--- src/rtl/polar_pkg.sv ---
// Shared polar-code configuration: code length, info-bit count, default frozen set
// and the extractor's output-register state encoding.
package polar_pkg;

    localparam int N_DEF = 8;
    localparam int K_DEF = 4;
    localparam int IDX_W_DEF = $clog2(N_DEF);
    localparam int OUT_WIDTH_DEF = 8;
    // Info positions {3,5,6,7}; a set bit marks a frozen index.
    localparam logic [N_DEF-1:0] FROZEN_MASK_DEF = 8'b0001_0111;

    typedef enum logic {
        EMPTY = 1'b0,
        FULL  = 1'b1
    } state_t;

    function automatic int info_count(input logic [63:0] mask, input int n);
        int c;
        c = 0;
        for (int i = 0; i < n; i++) begin
            if (!mask[i]) c++;
        end
        return c;
    endfunction

endpackage

--- src/rtl/polar_info_extractor.sv ---
// Drops frozen positions from the SC decoder's hard-decision stream and packs the
// information bits LSB-first into valid/ready output words.
module polar_info_extractor
    import polar_pkg::*;
#(
    parameter int N = N_DEF,
    parameter int K = K_DEF,
    parameter logic [N-1:0] FROZEN_MASK = N'(FROZEN_MASK_DEF),
    parameter int OUT_WIDTH = OUT_WIDTH_DEF
) (
    input  logic                 clk,
    input  logic                 rst,
    input  logic                 u_valid,
    input  logic                 u_bit,
    output logic                 u_ready,
    output logic [OUT_WIDTH-1:0] out_data,
    output logic                 out_valid,
    output logic                 out_last,
    input  logic                 out_ready,
    output logic                 frame_done,
    output logic                 frozen_err
);

    localparam int IW = $clog2(N);
    localparam int PW = (OUT_WIDTH > 1) ? $clog2(OUT_WIDTH) : 1;
    localparam int CW = (K > 1) ? $clog2(K) : 1;
    localparam logic [IW-1:0] IDX_LAST  = IW'(N - 1);
    localparam logic [PW-1:0] PACK_LAST = PW'(OUT_WIDTH - 1);
    localparam logic [CW-1:0] INFO_LAST = CW'(K - 1);

    generate
        if (K < 1 || K != info_count(64'(FROZEN_MASK), N)) begin : g_bad_cfg
            $error("polar_info_extractor: K must be >= 1 and equal the number of info positions");
        end
    endgenerate

    logic [IW-1:0]        idx;
    logic [PW-1:0]        pack_cnt;
    logic [CW-1:0]        info_cnt;
    logic [OUT_WIDTH-1:0] shreg;
    logic [OUT_WIDTH-1:0] packed_word;
    logic                 is_info;
    logic                 is_k_th;
    logic                 completing;
    logic                 accept;
    logic                 load;
    state_t               state;
    state_t               state_next;

    assign is_info    = ~FROZEN_MASK[idx];
    assign is_k_th    = (info_cnt == INFO_LAST);
    assign completing = is_info & ((pack_cnt == PACK_LAST) | is_k_th);
    // Only a word-completing bit can stall, and only when the single output slot stays occupied.
    assign u_ready    = ~completing | (state == EMPTY) | out_ready;
    assign accept     = u_valid & u_ready;
    assign load       = accept & completing;
    assign out_valid  = (state == FULL);

    // Shift register image with the incoming bit merged at its packing slot.
    always_comb begin
        packed_word = shreg;
        packed_word[pack_cnt] = u_bit;
    end

    // Frame index, packing position and info-bit counters.
    always_ff @(posedge clk or posedge rst) begin
        if (rst) begin
            idx      <= '0;
            pack_cnt <= '0;
            info_cnt <= '0;
            shreg    <= '0;
        end else if (accept) begin
            idx <= (idx == IDX_LAST) ? '0 : idx + IW'(1);
            if (is_info) begin
                info_cnt <= is_k_th ? '0 : info_cnt + CW'(1);
                if (completing) begin
                    pack_cnt <= '0;
                    shreg    <= '0;
                end else begin
                    pack_cnt <= pack_cnt + PW'(1);
                    shreg    <= packed_word;
                end
            end
        end
    end

    // Output word register and frame status flags.
    always_ff @(posedge clk or posedge rst) begin
        if (rst) begin
            out_data   <= '0;
            out_last   <= 1'b0;
            frame_done <= 1'b0;
            frozen_err <= 1'b0;
        end else begin
            frame_done <= accept & (idx == IDX_LAST);
            frozen_err <= frozen_err | (accept & ~is_info & u_bit);
            if (load) begin
                out_data <= packed_word;
                out_last <= is_k_th;
            end
        end
    end

    // Output slot occupancy state register.
    always_ff @(posedge clk or posedge rst) begin
        if (rst) begin
            state <= EMPTY;
        end else begin
            state <= state_next;
        end
    end

    // A load while FULL only happens alongside a drain, so the new word simply replaces it.
    always_comb begin
        state_next = state;
        case (state)
            EMPTY: begin
                if (load) state_next = FULL;
                else      state_next = EMPTY;
            end
            FULL: begin
                if (load)           state_next = FULL;
                else if (out_ready) state_next = EMPTY;
                else                state_next = FULL;
            end
            default: state_next = EMPTY;
        endcase
    end

endmodule

--- config.mk ---
export PLATFORM = sky130hd
export DESIGN_NAME = polar_info_extractor
export DESIGN_NICKNAME = d
export VERILOG_FILES = /design/src/rtl/polar_pkg.sv /design/src/rtl/polar_info_extractor.sv
export SDC_FILE = /design/constraint.sdc
export NUM_CORES = 1
export LEC_CHECK = 0
export CORE_UTILIZATION = 45
export DETAILED_ROUTE_END_ITERATION = 8
export PLACE_DENSITY = 0.67
export SLEW_MARGIN = 25
export SYNTH_ARGS = -nofsm -noshare
export SYNTH_HDL_FRONTEND = slang
export SYNTH_SLANG_ARGS = --single-unit
--- constraint.sdc ---
create_clock -name clk -period 1.5 [get_ports clk]
set_input_delay 0.15 -clock clk [delete_from_list [all_inputs] [get_ports clk]]
set_output_delay 0.15 -clock clk [all_outputs]
set_load 0.005 [all_outputs]
# --- Yosys cells after proc, flatten, opt, wreduce, memory -nomap -nowiden ---
# Memories as Yosys holds them, arrays and structs flattened.
# Cells that the tools add are included.
totals:
  register_bits: 28
  input_bits: 5
  mem_bits_ro: 8
  n_memories: 1
  word_cells: 46
  out_inout_bits: 13
op_classes:
  eq_ne: 3
  add_sub_neg: 3
  bitwise_logic: 13
  magnitude_cmp: 3
  n_mux: 12
  reduce_logical: 2
memory_table:
  columns: ["memory", "depth", "word_bits", "read_ports", "rd_ports_with_merged_regs", "write_ports", "line_no", "text"]
  rows:
  - ["(name not given)", 8, 1, 1, 0, 0, "polar_info_extractor.sv:50", "assign is_info = ~FROZEN_MASK[idx];"]
op_table:
  columns: ["operator", "count"]
  rows:
  - ["bitwise mux 8 bit", 1]
  - ["< comparator 3 x 4 -> 1 bit (second input constant)", 2]
  - ["two-way mux 8 bit", 1]
  - ["adder 3 x 1 -> 3 bit (second input constant)", 2]
  - ["bitwise AND 1 bit", 6]
  - ["== test 3 bit (second input constant)", 2]
  - ["two-way mux 3 bit", 2]
  - ["two-way mux 1 bit", 5]
  - ["OR 1 bit", 4]
  - ["demux 1 bit (select 3 bit)", 1]
  - ["greater-or-equal comparator 3 x 1 -> 1 bit (second input constant)", 1]
  - ["inverter 1 bit", 3]
  - ["adder 2 x 1 -> 2 bit (second input constant)", 1]
  - ["== test 2 bit (second input constant)", 1]
  - ["two-way mux 2 bit", 1]
  - ["one-hot mux 1 bit (2 select lines)", 1]
  - ["AND reduction 2 bit", 1]
  - ["logical AND 1 bit", 1]

# --- Depth between registers and ports, before layout ---
# Gate-level depths: netlist of the first run.
logic_depth:
  word_depth: 11
  ltp_mapped: 7
  mapped_depth_nobuf: 6

# --- Worst setup path after synthesis of the first run ---
# Ideal clock, no wire load.
synth_timing:
  path_type: "register -> register"
  start: "reg pack_cnt[0]"
  end: "reg pack_cnt[2]"
  period_less_slack_ns: 1.660
  setup_slack_ns: -0.160
  arrival_time_ns: 1.539
  n_path_buf: 1
  setup_time_ns: 0.121
  path_stages_with_launch: 7
  path_cell_list: "dfrtp_1 -> ha_1 -> ha_1 -> nor2_4 -> o2111ai_2 -> buf_4 -> a22o_1"
synth_via:
  elab_chain_cells: 8
  elab_cells_between_ends: 10
  cone_classes: "add/sub: 1; eq/ne: 1; mux: 1; bitwise: 6; reduce/logical: 1"
synth_rtl:
  columns: ["item", "line_no", "text"]
  rows:
  - ["from (decl)", "polar_info_extractor.sv:38", "logic [PW-1:0] pack_cnt;"]
  - ["from (signal assigned)", "polar_info_extractor.sv:80", "pack_cnt <= pack_cnt + PW'(1);"]
  - ["== test 3 bit", "polar_info_extractor.sv:52", "assign completing = is_info & ((pack_cnt == PACK_LAST) | is_k_th);"]
  - ["OR 1 bit", "polar_info_extractor.sv:52", null]
  - ["bitwise AND 1 bit", "polar_info_extractor.sv:52", null]
  - ["inverter 1 bit", "polar_info_extractor.sv:54", "assign u_ready = ~completing | (state == EMPTY) | out_ready;"]
  - ["OR 1 bit (2 in series)", "polar_info_extractor.sv:54", null]
  - ["bitwise AND 1 bit", "polar_info_extractor.sv:55", "assign accept = u_valid & u_ready;"]
  - ["AND reduction 2 bit (no line)", null, null]
# Several ways; a longest one is shown, not always the timed one.
# A chain may end at the register's enable or synchronous reset.

# --- Final worst setup path of the first run ---
layout_timing:
  start: "reg pack_cnt[1]"
  end: "out u_ready"
layout_via:
  elab_chain_cells: 6
layout_rtl:
  columns: ["item", "line_no", "text"]
  rows:
  - ["== test 3 bit", "polar_info_extractor.sv:52", null]
  - ["OR 1 bit", "polar_info_extractor.sv:52", null]
  - ["bitwise AND 1 bit", "polar_info_extractor.sv:52", null]
  - ["inverter 1 bit", "polar_info_extractor.sv:54", null]
  - ["OR 1 bit (2 in series)", "polar_info_extractor.sv:54", null]
  - ["to (decl)", "polar_info_extractor.sv:15", "output logic u_ready,"]
# Every way passes these cells.

==> metrics.txt, run 1 <==
status complete, but fails checks; failing checks design-rule violations, negative setup slack; main flop type after synthesis dfrtp_1; worst slew pin tran 363.2 ps; Placed Area 1764 µm²; worst path required time 1350 ps; syn nets 135; YS warnings 0; #FFs+latches synth 28; worst-skew pair later-pin latency 320 ps; Max IR drop VDD 1.013 mV; Leak 0.8882 nW; post-layout min period 1743 ps; root buf cell clkbuf_4; syn_area_per_cell 11.16 µm²; vias in the first global route 1,177; Seq/Total Area, Yosys 50.63%; Std-Cell Rows 19; Core Area 2829 µm²; Final WS setup -243.2 ps; TritonCTS Buffers 3; Final HPWL DP 2149 µm; CTS tree done; R2R cell count 6; Initial Util 48.92%; nets 178; count of final hold-check violations 0; Die Footprint 3301 µm²; Tcrit/Tclk final 116.2%; critical path class reg -> out; Tot GR Track Use 19.90%; number of hold buffers added after cts 0; Initial DRT Pass Iterations 5; total gr overflow 0; port buffer count 17; Num Clock Sinks 28; first-pass GRT wire length 5002 µm; area grow syn2layout 43.49%; most common cell after layout, fill and taps aside dfrtp_1; fmax 573.6 MHz; DRC 2; power density over the cells 2044 nW/µm²; ANT cells 0; number of synthesized flops with an enable pin 0; ratio of cells with drive above 1 in the final layout 41.57%; DIE WIDTH 57.46 µm; Max-cap violations 0; largest net degree at the start of global routing 29; Routed WL 3169 µm; Design Area, Final 1986 µm²; Synth cell types 32; Hold Path Class in -> async; Startpoint Class flip-flop; Worst Setup End Kind output port; clock slew at reported path FFs 150 ps; Final GP Congestion 0.7679; post-DR vias/cell 5.599; Max clock buf depth 2; die height 57.46 µm; setup TNS -2406 ps; Vias 1,103; Slew HR 75.79%; Post-DRT Antenna Nets 0; Syn Std Cell Area 1384 µm²; I/O pins 18; Async S/R FF share, synth 100.0%; Worst Clk Skew 6.821 ps; Setup-failing EPs final 24; commonest non-fill, non-tap cells in the layout dfrtp_1, buf_4, clkdlybuf4s50_1, nand2_1, o21ai_0; synthesized instance count 124; crit path DAT 1590 ps; unrepaired setup endpoints after global routing true; Critical Path Fanout Max 4; initial antenna violation count 0; CTS H-Tree Depth 1; WL/cell 16.09 µm; max-slew violation count 0; Iteration-0 DRC Markers 15; Min Hold Slack 168.2 ps
[power by group]
part | switching (mW) | internal, mW | leakage [nW]
Combinational | 1.12 | 1.30 | 0.509
Clock | 0.219 | 0.149 | 0.0210
Sequential | 0.208 | 1.06 | 0.358
Total | 1.55 | 2.51 | 0.888
[final timing paths]
path | slack [ps] | start | to
setup / recovery | -240 | pack_cnt[1] | u_ready
hold / removal | 170 | rst | out_data[6]
setup reg to reg | -190 | pack_cnt[1] | idx[0]
hold reg to reg | 500 | shreg[3] | shreg[3]
max in group asynchronous | 1060 | rst | out_data[5]
min in group clk | 500 | shreg[3] | shreg[3]
[area by class of cell]
type / instances / area (µm²)
Clock buffer: 4 / 36.28
Fill cell: 214 / 843.3
Inverter: 6 / 22.52
Multi-Input combinational cell: 83 / 765.7
Sequential cell: 28 / 700.7
Tap cell: 31 / 38.79
Timing Repair Buffer: 45 / 421.7
[worst max-delay path, stage by stage (launching register included)]
cell     delay (ps)
dfrtp_1         430
ha_4            160
ha_4            140
nor2_4           40
or3_4           370
buf_6           120
[Yosys cell counts, types with 3 or more instances]
cell type / number / area [µm²]
a22o_1: 3 / 26.28
inv_1: 6 / 22.52
mux2i_1: 8 / 80.08
o31ai_1: 6 / 45.04
o21ai_1: 4 / 20.02
nor2_1: 5 / 18.77
ha_1: 6 / 75.07
o21ai_0: 13 / 65.06
buf_2: 3 / 15.01
mux2_1: 5 / 56.30
nand2_1: 12 / 45.04
dfrtp_1: 28 / 700.7
[per-stage QoR]
stage	std cells	util, %	power (mW)	setup slack (ps)
floorplan	124	-	2.302	-8.501
CTS	195	66.30	3.762	-257.6
finish	197	70.19	4.059	-243.2
global route	197	70.19	4.335	-320.2
detailed placement	189	62.36	3.155	-250.2
global placement	189	62.36	3.067	-194.6
[kinds of logic (layout without fill, tap and decap cells)]
logic type,Yosys count,count (layout),share of synthesized area [%]
adder cells (fa/ha/maj),6,6,5.425
buffers and inverters,13,55,4.339
multiplexers,14,14,10.67
flip-flops,28,28,50.63
AND/OR/NAND/NOR,33,33,13.74
AO/OA/AOI/OAI,30,30,15.19
[metal layers]
metal	GRT usage (%)	up-vias	part of all wire (%)
li1	-	531	-
met1	25.11	551	45
met2	33.89	15	51
met3	2.721	6	2.6
met4	9.059	0	1.2
met5	0	-	0
[flip-flops by register name, indices dropped and copies added, names as in the netlist]
name and cells:
out_data 8, shreg 8, idx 3, pack_cnt 3, info_cnt 2, frame_done 1
frozen_err 1, out_last 1, out_valid 1
[repair_timing]
item | 4_1_cts | 5_1_grt
gates resized for setup | 19 | 22
pin swaps | 5 | 3
endpoints found under the setup margin | 27 | 27
buffers inserted | 2 | 3
cloned | 0 | 1
Power figures use the tool's default switching activity.
==> run 2, diff against run 1 <==
- CTS_CLUSTER_SIZE: unset -> 30
==> results of run 2 <==
No change in the layout: final DEF, timing and power equal those of run 1.
